## config.mk

```make
export PLATFORM = sky130hd
export DESIGN_NAME = depth_test_sequencer_flat
export DESIGN_NICKNAME = d
export VERILOG_FILES = /design/src/rtl/rast_pkg.sv /design/src/rtl/depth_test_sequencer_if.sv /design/src/rtl/frag_fifo.sv /design/src/rtl/depth_test_sequencer.sv /design/src/flat_wrapper.sv
export SDC_FILE = /design/constraint.sdc
export NUM_CORES = 1
export LEC_CHECK = 0
export CAP_MARGIN = 40
export CORE_AREA = 2 2 156 143
export CTS_BUF_LIST = sky130_fd_sc_hd__clkbuf_4 sky130_fd_sc_hd__clkbuf_8
export CTS_CLUSTER_DIAMETER = 40
export DETAILED_ROUTE_END_ITERATION = 10
export DIE_AREA = 0 0 158 145
export GPL_ROUTABILITY_DRIVEN = 0
export GPL_TIMING_DRIVEN = 1
export PLACE_DENSITY_LB_ADDON = 0.15
export SLEW_MARGIN = 20
export SYNTH_ARGS = -nofsm -noshare
export SYNTH_HDL_FRONTEND = slang
export SYNTH_SLANG_ARGS = --single-unit
export TNS_END_PERCENT = 1
```

## constraint.sdc

```tcl
create_clock -name clk_i -period 3.6 [get_ports clk_i]
set_input_delay 0.54 -clock clk_i [delete_from_list [all_inputs] [get_ports clk_i]]
set_output_delay 0.54 -clock clk_i [all_outputs]
set_load 0.02 [all_outputs]
```

## src/rtl/rast_pkg.sv

```systemverilog
// Shared rasteriser types: depth functions, fragment record and sequencer states.
// Used by the depth-test sequencer, z_buffer and the fragment generator.
package rast_pkg;

  localparam int Z_SIZE       = 8;
  localparam int COL_SIZE     = 16;
  localparam int X_RES        = 4;
  localparam int Y_RES        = 4;
  localparam int X_PIXEL_SIZE = $clog2(X_RES);
  localparam int Y_PIXEL_SIZE = $clog2(Y_RES);

  typedef enum logic [2:0] {
    GL_NEVER    = 3'b000,
    GL_LESS     = 3'b001,
    GL_EQUAL    = 3'b010,
    GL_LEQUAL   = 3'b011,
    GL_GREATER  = 3'b100,
    GL_NOTEQUAL = 3'b101,
    GL_GEQUAL   = 3'b110,
    GL_ALWAYS   = 3'b111
  } z_func_t;

  typedef struct packed {
    logic [X_PIXEL_SIZE-1:0] x;
    logic [Y_PIXEL_SIZE-1:0] y;
    logic [Z_SIZE-1:0]       z;
    logic [COL_SIZE-1:0]     col;
  } fragment_t;

  typedef enum logic [2:0] {
    S_IDLE,
    S_ISSUE,
    S_WAIT,
    S_EMIT,
    S_CLR_ISSUE,
    S_CLR_WAIT
  } seq_state_t;

endpackage

```

## src/rtl/depth_test_sequencer_if.sv

```systemverilog
// Bus bundle for the depth-test sequencer: fragment input, clear request, z_buffer link, output stream.
// Signal suffixes are relative to the sequencer; master is the sequencer, slave its environment.
interface depth_test_sequencer_if #(parameter int ADDR_SIZE = 32);
  import rast_pkg::*;

  logic                    frag_valid_i;
  logic                    frag_ready_o;
  logic [X_PIXEL_SIZE-1:0] frag_x_i;
  logic [Y_PIXEL_SIZE-1:0] frag_y_i;
  logic [Z_SIZE-1:0]       frag_z_i;
  logic [COL_SIZE-1:0]     frag_col_i;
  logic                    clear_valid_i;
  logic                    clear_ready_o;
  z_func_t                 z_func_i;
  logic [ADDR_SIZE-1:0]    zbuf_base_i;

  logic                    zb_start_o;
  logic                    zb_flush_o;
  logic [X_PIXEL_SIZE-1:0] zb_x_o;
  logic [Y_PIXEL_SIZE-1:0] zb_y_o;
  logic [Z_SIZE-1:0]       zb_z_o;
  z_func_t                 zb_func_o;
  logic [ADDR_SIZE-1:0]    zb_base_o;
  logic                    zb_done_i;
  logic                    zb_pass_i;

  logic                    out_valid_o;
  logic                    out_ready_i;
  logic [X_PIXEL_SIZE-1:0] out_x_o;
  logic [Y_PIXEL_SIZE-1:0] out_y_o;
  logic [Z_SIZE-1:0]       out_z_o;
  logic [COL_SIZE-1:0]     out_col_o;

  modport master (
    input  frag_valid_i, frag_x_i, frag_y_i, frag_z_i, frag_col_i,
           clear_valid_i, z_func_i, zbuf_base_i, zb_done_i, zb_pass_i, out_ready_i,
    output frag_ready_o, clear_ready_o, zb_start_o, zb_flush_o, zb_x_o, zb_y_o, zb_z_o,
           zb_func_o, zb_base_o, out_valid_o, out_x_o, out_y_o, out_z_o, out_col_o
  );

  modport slave (
    output frag_valid_i, frag_x_i, frag_y_i, frag_z_i, frag_col_i,
           clear_valid_i, z_func_i, zbuf_base_i, zb_done_i, zb_pass_i, out_ready_i,
    input  frag_ready_o, clear_ready_o, zb_start_o, zb_flush_o, zb_x_o, zb_y_o, zb_z_o,
           zb_func_o, zb_base_o, out_valid_o, out_x_o, out_y_o, out_z_o, out_col_o
  );

endinterface

```

## src/rtl/frag_fifo.sv

```systemverilog
// Synchronous fragment queue with valid/ready on both sides; DEPTH must be a power of two.
// in_ready depends only on fill level, so push and pop may coincide without a combinational path.
module frag_fifo import rast_pkg::*; #(
  parameter int DEPTH = 4
) (
  input  logic      clk_i,
  input  logic      rst_i,
  input  logic      in_valid,
  output logic      in_ready,
  input  fragment_t in_data,
  output logic      out_valid,
  input  logic      out_ready,
  output fragment_t out_data
);

  localparam int PTR_W = $clog2(DEPTH);
  typedef logic [PTR_W:0] ptr_t;

  fragment_t mem [DEPTH];
  ptr_t      wr_ptr, rd_ptr;
  logic      push, pop, full, empty;

  // Extra pointer MSB distinguishes full from empty when the indices match.
  assign full      = (wr_ptr[PTR_W] != rd_ptr[PTR_W]) && (wr_ptr[PTR_W-1:0] == rd_ptr[PTR_W-1:0]);
  assign empty     = (wr_ptr == rd_ptr);
  assign in_ready  = !full;
  assign out_valid = !empty;
  assign push      = in_valid && in_ready;
  assign pop       = out_valid && out_ready;
  assign out_data  = mem[rd_ptr[PTR_W-1:0]];

  // NOTE: sequential state uses <= so every flop samples pre-edge values regardless of block order.
  always_ff @(posedge clk_i) begin
    if (rst_i) begin
      wr_ptr <= '0;
      rd_ptr <= '0;
    end else begin
      if (push) wr_ptr <= wr_ptr + ptr_t'(1);
      if (pop)  rd_ptr <= rd_ptr + ptr_t'(1);
    end
  end

  // NOTE: storage is not reset; the pointers alone define which entries are valid.
  always_ff @(posedge clk_i) begin
    if (push) mem[wr_ptr[PTR_W-1:0]] <= in_data;
  end

endmodule

```

## src/rtl/depth_test_sequencer.sv

```systemverilog
// Queues fragments, issues each to z_buffer as a single start pulse, forwards passing ones
// downstream and sequences depth-buffer clears in stream order, keeping pass/fail counts.
module depth_test_sequencer import rast_pkg::*; #(
  parameter int FIFO_DEPTH = 4,
  parameter int CNT_SIZE   = 32
) (
  input  logic                  clk_i,
  input  logic                  rst_i,
  depth_test_sequencer_if.master bus,
  output logic [CNT_SIZE-1:0]   pass_cnt_o,
  output logic [CNT_SIZE-1:0]   fail_cnt_o,
  output logic                  busy_o
);

  seq_state_t state, state_nxt;
  fragment_t  fifo_in, fifo_out, frag_q;
  logic       fifo_in_ready, fifo_out_valid;
  logic       pop, clearing, clear_go;

  assign clearing          = (state == S_CLR_ISSUE) || (state == S_CLR_WAIT);
  assign bus.frag_ready_o  = fifo_in_ready && !clearing;
  assign fifo_in           = '{x: bus.frag_x_i, y: bus.frag_y_i, z: bus.frag_z_i, col: bus.frag_col_i};

  frag_fifo #(.DEPTH(FIFO_DEPTH)) u_fifo (
    .clk_i     (clk_i),
    .rst_i     (rst_i),
    .in_valid  (bus.frag_valid_i && !clearing),
    .in_ready  (fifo_in_ready),
    .in_data   (fifo_in),
    .out_valid (fifo_out_valid),
    .out_ready (pop),
    .out_data  (fifo_out)
  );

  always_ff @(posedge clk_i) begin
    if (rst_i) state <= S_IDLE;
    else       state <= state_nxt;
  end

  always_comb begin
    state_nxt = state;
    unique case (state)
      S_IDLE:      if (clear_go) state_nxt = S_CLR_ISSUE;
                   else if (fifo_out_valid) state_nxt = S_ISSUE;
      S_ISSUE:     state_nxt = S_WAIT;
      S_WAIT:      if (bus.zb_done_i) state_nxt = bus.zb_pass_i ? S_EMIT : S_IDLE;
      S_EMIT:      if (bus.out_ready_i) state_nxt = S_IDLE;
      S_CLR_ISSUE: state_nxt = S_CLR_WAIT;
      S_CLR_WAIT:  if (bus.zb_done_i) state_nxt = S_IDLE;
      default:     state_nxt = S_IDLE;
    endcase
  end

  // NOTE: every output gets a default first so no path through the block infers a latch.
  always_comb begin
    bus.clear_ready_o = 1'b0;
    clear_go          = 1'b0;
    pop               = 1'b0;
    busy_o            = 1'b1;
    bus.zb_start_o    = (state == S_ISSUE) || (state == S_CLR_ISSUE);
    bus.zb_flush_o    = clearing;
    bus.out_valid_o   = (state == S_EMIT);
    if (state == S_IDLE) begin
      bus.clear_ready_o = !fifo_out_valid;
      clear_go          = bus.clear_valid_i && !fifo_out_valid;
      pop               = fifo_out_valid && !clear_go;
      busy_o            = fifo_out_valid;
    end
  end

  // Function and base are captured on the pop edge so they are already stable when start rises.
  always_ff @(posedge clk_i) begin
    if (rst_i) begin
      frag_q        <= '0;
      bus.zb_func_o <= GL_NEVER;
      bus.zb_base_o <= '0;
      pass_cnt_o    <= '0;
      fail_cnt_o    <= '0;
    end else begin
      if (pop) begin
        frag_q        <= fifo_out;
        bus.zb_func_o <= bus.z_func_i;
        bus.zb_base_o <= bus.zbuf_base_i;
      end
      if (state == S_WAIT && bus.zb_done_i) begin
        if (bus.zb_pass_i) pass_cnt_o <= pass_cnt_o + CNT_SIZE'(1);
        else               fail_cnt_o <= fail_cnt_o + CNT_SIZE'(1);
      end
    end
  end

  assign bus.zb_x_o    = frag_q.x;
  assign bus.zb_y_o    = frag_q.y;
  assign bus.zb_z_o    = frag_q.z;
  assign bus.out_x_o   = frag_q.x;
  assign bus.out_y_o   = frag_q.y;
  assign bus.out_z_o   = frag_q.z;
  assign bus.out_col_o = frag_q.col;

endmodule

```

## src/flat_wrapper.sv

```systemverilog
// flat-port wrapper written by rule: the top's interface ports become plain ports
module depth_test_sequencer_flat import rast_pkg::*;
#(
  parameter int FIFO_DEPTH = 4,
  parameter int CNT_SIZE   = 32
)
  (clk_i, rst_i, pass_cnt_o, fail_cnt_o, busy_o, bus_frag_valid_i, bus_frag_x_i, bus_frag_y_i, bus_frag_z_i, bus_frag_col_i, bus_clear_valid_i, bus_z_func_i, bus_zbuf_base_i, bus_zb_done_i, bus_zb_pass_i, bus_out_ready_i, bus_frag_ready_o, bus_clear_ready_o, bus_zb_start_o, bus_zb_flush_o, bus_zb_x_o, bus_zb_y_o, bus_zb_z_o, bus_zb_func_o, bus_zb_base_o, bus_out_valid_o, bus_out_x_o, bus_out_y_o, bus_out_z_o, bus_out_col_o);
  depth_test_sequencer_if #(.ADDR_SIZE(32)) bus_i ();
  input  logic clk_i;
  input  logic rst_i;
  output logic [CNT_SIZE-1:0] pass_cnt_o;
  output logic [CNT_SIZE-1:0] fail_cnt_o;
  output logic busy_o;
  input wire logic [$bits(bus_i.frag_valid_i)-1:0] bus_frag_valid_i;
  input wire logic [$bits(bus_i.frag_x_i)-1:0] bus_frag_x_i;
  input wire logic [$bits(bus_i.frag_y_i)-1:0] bus_frag_y_i;
  input wire logic [$bits(bus_i.frag_z_i)-1:0] bus_frag_z_i;
  input wire logic [$bits(bus_i.frag_col_i)-1:0] bus_frag_col_i;
  input wire logic [$bits(bus_i.clear_valid_i)-1:0] bus_clear_valid_i;
  input wire logic [$bits(bus_i.z_func_i)-1:0] bus_z_func_i;
  input wire logic [$bits(bus_i.zbuf_base_i)-1:0] bus_zbuf_base_i;
  input wire logic [$bits(bus_i.zb_done_i)-1:0] bus_zb_done_i;
  input wire logic [$bits(bus_i.zb_pass_i)-1:0] bus_zb_pass_i;
  input wire logic [$bits(bus_i.out_ready_i)-1:0] bus_out_ready_i;
  output wire logic [$bits(bus_i.frag_ready_o)-1:0] bus_frag_ready_o;
  output wire logic [$bits(bus_i.clear_ready_o)-1:0] bus_clear_ready_o;
  output wire logic [$bits(bus_i.zb_start_o)-1:0] bus_zb_start_o;
  output wire logic [$bits(bus_i.zb_flush_o)-1:0] bus_zb_flush_o;
  output wire logic [$bits(bus_i.zb_x_o)-1:0] bus_zb_x_o;
  output wire logic [$bits(bus_i.zb_y_o)-1:0] bus_zb_y_o;
  output wire logic [$bits(bus_i.zb_z_o)-1:0] bus_zb_z_o;
  output wire logic [$bits(bus_i.zb_func_o)-1:0] bus_zb_func_o;
  output wire logic [$bits(bus_i.zb_base_o)-1:0] bus_zb_base_o;
  output wire logic [$bits(bus_i.out_valid_o)-1:0] bus_out_valid_o;
  output wire logic [$bits(bus_i.out_x_o)-1:0] bus_out_x_o;
  output wire logic [$bits(bus_i.out_y_o)-1:0] bus_out_y_o;
  output wire logic [$bits(bus_i.out_z_o)-1:0] bus_out_z_o;
  output wire logic [$bits(bus_i.out_col_o)-1:0] bus_out_col_o;
  assign bus_i.frag_valid_i = bus_frag_valid_i;
  assign bus_i.frag_x_i = bus_frag_x_i;
  assign bus_i.frag_y_i = bus_frag_y_i;
  assign bus_i.frag_z_i = bus_frag_z_i;
  assign bus_i.frag_col_i = bus_frag_col_i;
  assign bus_i.clear_valid_i = bus_clear_valid_i;
  assign bus_i.z_func_i = bus_z_func_i;
  assign bus_i.zbuf_base_i = bus_zbuf_base_i;
  assign bus_i.zb_done_i = bus_zb_done_i;
  assign bus_i.zb_pass_i = bus_zb_pass_i;
  assign bus_i.out_ready_i = bus_out_ready_i;
  assign bus_frag_ready_o = bus_i.frag_ready_o;
  assign bus_clear_ready_o = bus_i.clear_ready_o;
  assign bus_zb_start_o = bus_i.zb_start_o;
  assign bus_zb_flush_o = bus_i.zb_flush_o;
  assign bus_zb_x_o = bus_i.zb_x_o;
  assign bus_zb_y_o = bus_i.zb_y_o;
  assign bus_zb_z_o = bus_i.zb_z_o;
  assign bus_zb_func_o = bus_i.zb_func_o;
  assign bus_zb_base_o = bus_i.zb_base_o;
  assign bus_out_valid_o = bus_i.out_valid_o;
  assign bus_out_x_o = bus_i.out_x_o;
  assign bus_out_y_o = bus_i.out_y_o;
  assign bus_out_z_o = bus_i.out_z_o;
  assign bus_out_col_o = bus_i.out_col_o;
  depth_test_sequencer #(.FIFO_DEPTH(FIFO_DEPTH), .CNT_SIZE(CNT_SIZE)) u_core (.clk_i(clk_i), .rst_i(rst_i), .bus(bus_i), .pass_cnt_o(pass_cnt_o), .fail_cnt_o(fail_cnt_o), .busy_o(busy_o));
endmodule
```

==> Yosys cells after proc, flatten, opt, wreduce, memory -nomap -nowiden <==
Memories as Yosys holds them, arrays and structs flattened. A register that Yosys moved wholly into a read port is not among the register bits.
Index checks and enable logic that the tools add are counted.
{ "classes": {"n_addsub": 4, "n_eq_ne": 12, "bitwise_logic": 1, "n_reduce_logical": 18, "mux": 13} }
{ "op_table": {"columns": ["cell", "count"], "rows": [
  ["32-bit by 1-bit adder with 32-bit output, second input constant", 2],
  ["3-bit one-hot mux with 6 select lines", 1],
  ["3-bit 2-to-1 mux", 5],
  ["1-bit logical AND", 8],
  ["3-bit by 1-bit adder with 3-bit output, second input constant", 2],
  ["3-bit by 2-bit equality test with 1-bit output, second input constant", 2],
  ["3-bit equality test, second input constant", 2],
  ["1-bit 2-to-1 mux", 6],
  ["2-bit != test, second input constant", 3],
  ["1-bit zero test", 4],
  ["2-bit AND reduction", 2],
  ["4-bit AND reduction", 1],
  ["3-bit by 1-bit equality test with 1-bit output, second input constant", 1],
  ["3-bit equality test", 1],
  ["3-bit zero test", 1],
  ["3-bit by 2-bit != test with 1-bit output, second input constant", 1],
  ["2-bit equality test", 1],
  ["1-bit logical OR", 2],
  ["2-bit 2-to-1 mux", 1],
  ["1-bit != test", 1],
  ["1-bit NOT", 1]
]} }
{ "totals": {"regBits": 108, "wordCells": 56, "mem_bits_rw": 112, "inputBits": 70, "memories": 1, "output_inout_bits": 145} }
{ "mem_list": {"columns": ["memory", "depth", "word_bits", "rd", "rd_ports_with_merged_regs", "write_ports", "line", "source"], "rows": [
  ["u_core.u_fifo.mem", 4, 28, 1, 1, 1, "frag_fifo.sv:19", "fragment_t mem [DEPTH];"]
]} }

==> Depth between registers and ports, before layout <==
Gate-level depths: netlist of the first run.
{ "logic_depth": {"depth_word": 7, "ltp_mapped": 7, "mapped_depth_nobuf": 5} }

==> Cells and area by module <==
Synthesis of the first run repeated with hierarchy kept, for this count alone.
{ "unflattened": {"hier_cells": 906, "hier_area_um2": 10202.3} }
{ "modules_own_cells": {"columns": ["module", "n_inst", "area_per_inst_um2", "seq_area_each_um2", "cells_each"], "rows": [
  ["depth_test_sequencer", 1, 5604.1, 2602.5, 690],
  ["frag_fifo", 1, 4598.2, 3523.4, 216]
]} }

==> Worst setup path after synthesis of the first run <==
Ideal clock, no wire load.
{ "synth_path": {"path_kind": "flip-flop to flip-flop", "startpoint": "register u_core.state[1]", "endpoint": "memory u_core.u_fifo.mem[3][0] (netlist name), enable pin", "slack_ps": -26, "path_buffers": 1, "t_required_ps": 3130, "path_stages_with_launch": 4, "synth_period_minus_slack_ps": 3626, "arrival_ps": 3156, "setup_time_ps": 470, "cell_sequence": "dfxtp_1 > clkbuf_1 > nor2b_1 > a311oi_1"} }
{ "synth_via": {"elab_chain_len": 7, "word_cells_on_any_way": 8, "cone_classes": "2 x eq/ne; 2 x mux; 4 x reduce/logical"} }
{ "synth_lines": {"columns": ["item", "line", "source"], "rows": [
  ["start: declaration", "depth_test_sequencer.sv:15", "seq_state_t state, state_nxt;"],
  ["start signal: assignment", "depth_test_sequencer.sv:37", "else state <= state_nxt;"],
  ["3-bit equality test", "depth_test_sequencer.sv:20", "assign clearing = (state == S_CLR_ISSUE) || (state == S_CLR_WAIT);"],
  ["1-bit logical OR (*)", "depth_test_sequencer.sv:20", null],
  ["net bus_zb_flush_o", "flat_wrapper.sv:28", "output wire logic [$bits(bus_i.zb_flush_o)-1:0] bus_zb_flush_o;"],
  ["1-bit zero test (*)", "depth_test_sequencer.sv:27", ".in_valid (bus.frag_valid_i && !clearing),"],
  ["1-bit logical AND (*)", "depth_test_sequencer.sv:27", null],
  ["1-bit logical AND (*)", "frag_fifo.sv:28", "assign push = in_valid && in_ready;"],
  ["1-bit 2-to-1 mux (*)", "frag_fifo.sv:45", "if (push) mem[wr_ptr[PTR_W-1:0]] <= in_data;"],
  ["1-bit 2-to-1 mux (not written as such) (*)", "frag_fifo.sv:45", null],
  ["end: declaration", "frag_fifo.sv:19", null]
]} }
The timed path passes the listed nets; every way through them passes the cells marked *.

==> Final worst setup path of the first run <==
{ "layout_path": {"startpoint": "register u_core.state[1]", "endpoint": "output port bus_clear_ready_o"} }
{ "layout_via": {"elab_chain_len": 2} }
{ "layout_lines": {"columns": ["item", "line", "source"], "rows": [
  ["3-bit zero test", "depth_test_sequencer.sv:63", "if (state == S_IDLE) begin"],
  ["1-bit 2-to-1 mux", "depth_test_sequencer.sv:63", null],
  ["end: declaration", "flat_wrapper.sv:26", "output wire logic [$bits(bus_i.clear_ready_o)-1:0] bus_clear_ready_o;"]
]} }
Every way passes these cells.

==> reports/summary.md, run 1 <==
Status
• status: finished clean

Critical path
• depth of the most critical reg-to-reg path: 4
• critical path class: reg -> out
• CP max stage cell: clkdlybuf4s50_1
• maximum fanout count along the critical path: 14
• cells along the critical path: nor3_1, nand4b_1, inv_1, clkdlybuf4s50_1
• Startpoint Class: flop
• worst path required time: 3060 ps
• delay of the slowest cell on the worst path: 600 ps
• Worst Path Arrival: 2540 ps
• endpoint kind of the worst setup timing path: output pin
• slack of the worst reg-to-reg path: 990 ps

Detailed routing
• DR iter-0 viols: 559
• drt pass-1 iters: 5
• drt drc: 0
• Avg WL per Cell: 16.5 um
• via total after detailed routing: 7,575
• Vias/cell: 5.32
• post-detailed-routing wire length: 23,500 um
• residual antenna-violating net count after detailed routing: 0

Clocking
• H-tree levels: 2
• number of cells upsized or downsized after cts: 0
• TritonCTS clock tree: done
• number of buffers created by CTS: 43
• clock insertion delay at the later pin of the skew report: 560 ps
• total number of clock tree sinks: 248
• hold bufs inserted after CTS: 0
• largest buffer count on any clock path: 3
• clock slew seen by the registers of the worst setup and hold paths: 60 ps
• CTS Root Cell: clkbuf_8
• post-CTS setup buffers: 0

Synth
• number of distinct library cell variants in the gate-level netlist after synthesis: 47
• post-synth design cell area: 0.0101 mm2
• fraction of registers with async set/reset: 0%
• leading post-synthesis cells by cell area: edfxtp_1 (33%), dfxtp_1 (27%), mux4_2 (6.2%)
• post-synthesis share of cell area spent on full adders, half adders and majority gates: 0.866%
• Mapped Nets: 970
• mean instance size in the synthesized netlist: 11.3 um2
• Yosys top cell area share: 33.3%
• xor/xnor share of the synthesized area: 2.17%
• Mapped Cells: 893
• part of the Yosys area used for sequential elements: 60.2%
• mux cell area share after synthesis: 8.32%
• complex-gate fraction of the synthesized area: 8.06%
• number of synthesized register bits: 248
• cell taking the most area after synthesis: edfxtp_1
• number of synthesized flops with an enable pin: 112
• Top FF cell, synth: dfxtp_1
• combinational family with the most area after synthesis: simple AND/OR/NAND/NOR gates
• fraction of the mapped netlist area in simple logic gates: 16.6%
• warnings from Yosys: 0

Pwr
• combinational power share: 32.1%
• Lkg Pwr: 0.00443 uW
• switching share of total power: 33.1%
• clock share of power: 28.0%
• sw power: 3040 uW
• power per cell area: 686 mW/mm2
• internal cell power: 6140 uW
• Power, Total: 9180 uW
• worst-case vdd ir drop: 466 uV
• sequential power share: 40.0%

STA
• final number of max-transition violations: 0
• worst rel slew slack: 46.2%
• final setup TNS: 0 ps
• Tightest Pin Transition: 806 ps
• final-report hold violation count: 0
• ratio of final minimum period to clock period: 85.7%
• RSZ-0062 raised after global routing: no
• number of setup violations in the final report: 0
• final worst clock skew: 15.6 ps
• minimum setup slack in the final design: 515 ps
• upper clock frequency limit: 0.324 GHz
• shortest clock period the worst path allows after layout: 3080 ps

Floorplanning
• chip height: 145 um
• Rows: 51
• top-level I/O count: 215
• die outline area: 0.0229 mm2
• die width: 158 um
• initial core utilization: 47.4%
• Core Area: 0.0213 mm2

Global route
• largest net degree at the start of global routing: 60
• overall global routing resource usage: 20.3%
• number of antenna violations at the first check in global routing: 1
• wire length of the first global-routing pass: 37,300 um
• GRT Residual Overflow: 0
• number of global-route vias before repair: 7,080

Final layout
• Area Growth Syn to Fin: 32.3%
• number of fillers in the final layout: 1,760
• multi-input combinational cell area: 0.00367 mm2
• most used cells in the layout excluding fill and tap cells: clkdlybuf4s50_1 (213), nand2_1 (154), dfxtp_1 (134), edfxtp_1 (112), a21oi_1 (97)
• final cell area excluding filler cells: 0.0134 mm2
• fraction of layout instances using a drive strength above 1: 13.1%
• number of nets in the layout: 1,175
• register area: 0.00609 mm2
• leading cell type in the layout, fill and taps excluded: clkdlybuf4s50_1

Worst hold path
• Hold Crit Class: in -> reg
• hold path depth: 2

Place
• number of I/O port buffers: 214
• pre-CTS WS: 592 ps
• placed wire-length estimate after detailed placement: 15,100 um
• standard cell area after detailed placement: 0.0125 mm2

Run
• number of maximum-capacitance violations: 0

-- Yosys cell counts (13+ instances only) --
| cell | instances |
|---|---|
| a21oi_1 | 97 |
| o31ai_1 | 21 |
| mux2_2 | 16 |
| nor3_1 | 16 |
| nand4_1 | 19 |
| clkbuf_1 | 44 |
| or3_1 | 13 |
| nand3_1 | 17 |
| nand2_1 | 154 |
| inv_1 | 15 |
| or4_1 | 24 |
| nor2_1 | 43 |
| xnor2_1 | 14 |
| nor2b_1 | 13 |
| dfxtp_1 | 136 |
| edfxtp_1 | 112 |
| mux4_2 | 28 |
-- state kept, by name, summed over array words and instances (netlist names) --
name and count:
u_core.u_fifo.mem 112, u_core.bus.zb_base_o 32, u_core.fail_cnt_o 32, u_core.pass_cnt_o 32, u_core.bus.out_col_o 16, u_core.bus.out_z_o 8
u_core.bus.zb_func_o 3, u_core.state 3, u_core.u_fifo.rd_ptr 3, u_core.u_fifo.wr_ptr 3, u_core.bus.out_x_o 2, u_core.bus.out_y_o 2
-- metrics by stage --
step	hold WS, ps	utilization [%]	std cells
after global routing	387	62.8	1423
final	383	62.8	1423
after global placement	441	58.5	1343
after floorplan	504	-	893
after detailed placement	448	58.6	1344
after CTS	354	62.8	1422
-- power groups by stage --
stage	Clock, uW	Sequential (uW)	Combinational (uW)
6_report	2570	3670	2940
5_1_grt	2760	3720	3190
4_1_cts	2630	3670	2990
3_5_place_dp	0	3730	2980
3_3_place_gp	0	3710	2950
2_1_floorplan	0	4000	1460
-- worst paths after layout --
kind	from	endpoint
setup / recovery	u_core.state[1]	bus_clear_ready_o
hold / removal	rst_i	u_core.fail_cnt_o[4]
setup reg to reg	u_core.state[1]	u_core.u_fifo.mem[0][19]
hold reg to reg	u_core.bus.zb_base_o[30]	u_core.bus.zb_base_o[30]
-- routing by layer --
| metal | up-vias | track usage [%] | wire, um |
|---|---|---|---|
| met5 | - | 0 | 0 |
| met4 | 0 | 6.80 | 529 |
| met3 | 40 | 3.85 | 1330 |
| met2 | 198 | 31.5 | 11200 |
| met1 | 3679 | 28.8 | 10500 |
| li1 | 3658 | - | - |
-- kinds of logic after synthesis --
family | after synthesis
xor gates and xnor gates | 25
muxes | 47
and+or+nand+nor | 340
DFF | 248
adders and majority gates | 7
buffers and inverters | 84
AOI/OAI and AO/OA | 142
-- layout make-up --
cell class | count | share of cell area (%)
inverter | 15 | 0.421
multi-input combinational | 561 | 27.5
clock buffer | 64 | 5.97
antenna | 1 | 0.0187
clock inverter | 14 | 0.655
sequential | 248 | 45.5
timing repair buffer | 229 | 17.3
tap | 291 | 2.72
-- critical path, delay by kind of cell (launching register included) --
family,cells,cell delay (ps)
flip-flops,1,430
AND/OR/NAND/NOR,2,850
buffers and inverters,2,710
(Power assumes the default switching activity.)
==> inputs of run 2 (changes only) <==
==> constraint.sdc (replaced) <==
create_clock -name clk_i -period 3.6 [get_ports clk_i]
set_input_delay 0.36 -clock clk_i [delete_from_list [all_inputs] [get_ports clk_i]]
set_output_delay 0.36 -clock clk_i [all_outputs]
set_load 0.02 [all_outputs]
==> reports/summary.md, run 2 (synthesized netlist as in run 1, its figures left out) <==
Clocking
• clock insertion delay at the later pin of the skew report: 550 ps
• H-tree levels: 2
• largest buffer count on any clock path: 3
• hold bufs inserted after CTS: 0
• total number of clock tree sinks: 248
• number of buffers created by CTS: 43
• post-CTS setup buffers: 0
• CTS Root Cell: clkbuf_8
• number of cells upsized or downsized after cts: 0
• TritonCTS clock tree: done
• clock slew seen by the registers of the worst setup and hold paths: 60 ps

Final layout
• most used cells in the layout excluding fill and tap cells: clkdlybuf4s50_1 (213), nand2_1 (154), dfxtp_1 (134), edfxtp_1 (112), a21oi_1 (97)
• final cell area excluding filler cells: 0.0134 mm2
• max FFs per register: 112
• fraction of layout instances using a drive strength above 1: 13.4%
• Area Growth Syn to Fin: 32.1%
• count of inserted antenna diode cells: 0
• number of nets in the layout: 1,175
• final instance count without filler cells: 1,421
• Final Util: 62.6%
• leading cell type in the layout, fill and taps excluded: clkdlybuf4s50_1

STA
• worst rel slew slack: 46.1%
• final worst clock skew: 29.1 ps
• shortest clock period the worst path allows after layout: 2860 ps
• Tightest Pin Transition: 809 ps
• final setup TNS: 0 ps
• number of setup violations in the final report: 0
• final-report hold violation count: 0
• final number of max-transition violations: 0
• ratio of final minimum period to clock period: 79.4%
• RSZ-0062 raised after global routing: no
• upper clock frequency limit: 0.350 GHz

Global route
• wire length of the first global-routing pass: 36,900 um
• number of global-route vias before repair: 7,019
• number of antenna violations at the first check in global routing: 0
• overall global routing resource usage: 20.1%
• GRT Residual Overflow: 0
• largest net degree at the start of global routing: 65

Critical path
• Worst Path Arrival: 2500 ps
• maximum fanout count along the critical path: 12
• critical path class: reg -> out
• Startpoint Class: flop
• endpoint kind of the worst setup timing path: output pin
• depth of the most critical reg-to-reg path: 6
• worst path required time: 3240 ps

Worst hold path
• hold path depth: 2
• Hold Crit Class: in -> reg

Detailed routing
• drt drc: 0
• Avg WL per Cell: 16.3 um
• drt pass-1 iters: 4
• DR iter-0 viols: 462
• via total after detailed routing: 7,417
• residual antenna-violating net count after detailed routing: 0
• Vias/cell: 5.22
• post-detailed-routing wire length: 23,200 um

Pwr
• Lkg Pwr: 0.00443 uW
• worst-case vdd ir drop: 502 uV
• Power, Total: 9130 uW
• power per cell area: 684 mW/mm2

Floorplanning
• die outline area: 0.0229 mm2
• die width: 158 um
• Core Area: 0.0213 mm2
• chip height: 145 um
• initial core utilization: 47.4%
• Rows: 51
• top-level I/O count: 215

Place
• number of I/O port buffers: 214
• standard cell area after detailed placement: 0.0125 mm2
• Cells after DPL: 1,343
• placed wire-length estimate after detailed placement: 14,900 um

Status
• status: finished clean

Run
• number of maximum-capacitance violations: 0

[run 2: cell count changes in the layout (fill, tap and decap cells not counted), moves of 2 or more]
cell / before / now
clkbuf_4: 13 / 23
clkinv_1: 4 / 0
clkbuf_8: 51 / 47
clkinv_2: 5 / 3
inv_8: 0 / 2
[run 2: cell type report]
| class | instances | area (um2) |
|---|---|---|
| Fill cell | 1800 | 7960 |
| Sequential cell | 248 | 6090 |
| Multi-Input combinational cell | 561 | 3670 |
| Timing Repair Buffer | 229 | 2300 |
| Clock buffer | 70 | 820 |
| Tap cell | 291 | 364 |
| Inverter | 15 | 56.3 |
| Clock inverter | 7 | 52.6 |
[run 2: per-layer routing]
| metal | up-vias | part of all wire [%] | global-route usage (%) |
|---|---|---|---|
| met5 | - | 0 | 0 |
| met4 | 0 | 1.9 | 5.81 |
| met3 | 38 | 5.9 | 4.45 |
| met2 | 192 | 47 | 32.3 |
| met1 | 3529 | 45 | 27.3 |
| li1 | 3658 | - | - |
[run 2: worst max-delay path, stage by stage (launching register included)]
cell and delay [ps]:
dfxtp_1 430, nor3_1 510, nand4b_1 310, inv_1 110
clkdlybuf4s50_1 600
[run 2: metrics by stage]
stage               hold slack [ps]  setup slack (ps)
detailed placement              447               812
finish                          285               740
floorplan                       459              1000
global route                    309               567
global placement                441               832
CTS                             248               728
[run 2: final timing paths]
check	slack, ps	endpoint	start
setup / recovery	740	bus_clear_ready_o	u_core.state[0]
hold / removal	290	u_core.pass_cnt_o[5]	rst_i
setup reg to reg	1060	u_core.bus.zb_base_o[24]	u_core.u_fifo.rd_ptr[0]
hold reg to reg	450	u_core.bus.zb_func_o[1]	u_core.bus.zb_func_o[1]
[run 2: where the power goes]
part / total [uW] / internal [uW] / switching [uW]
Combinational: 2920 / 1260 / 1650
Sequential: 3660 / 3420 / 235
Clock: 2550 / 1450 / 1100
Total: 9130 / 6130 / 2990
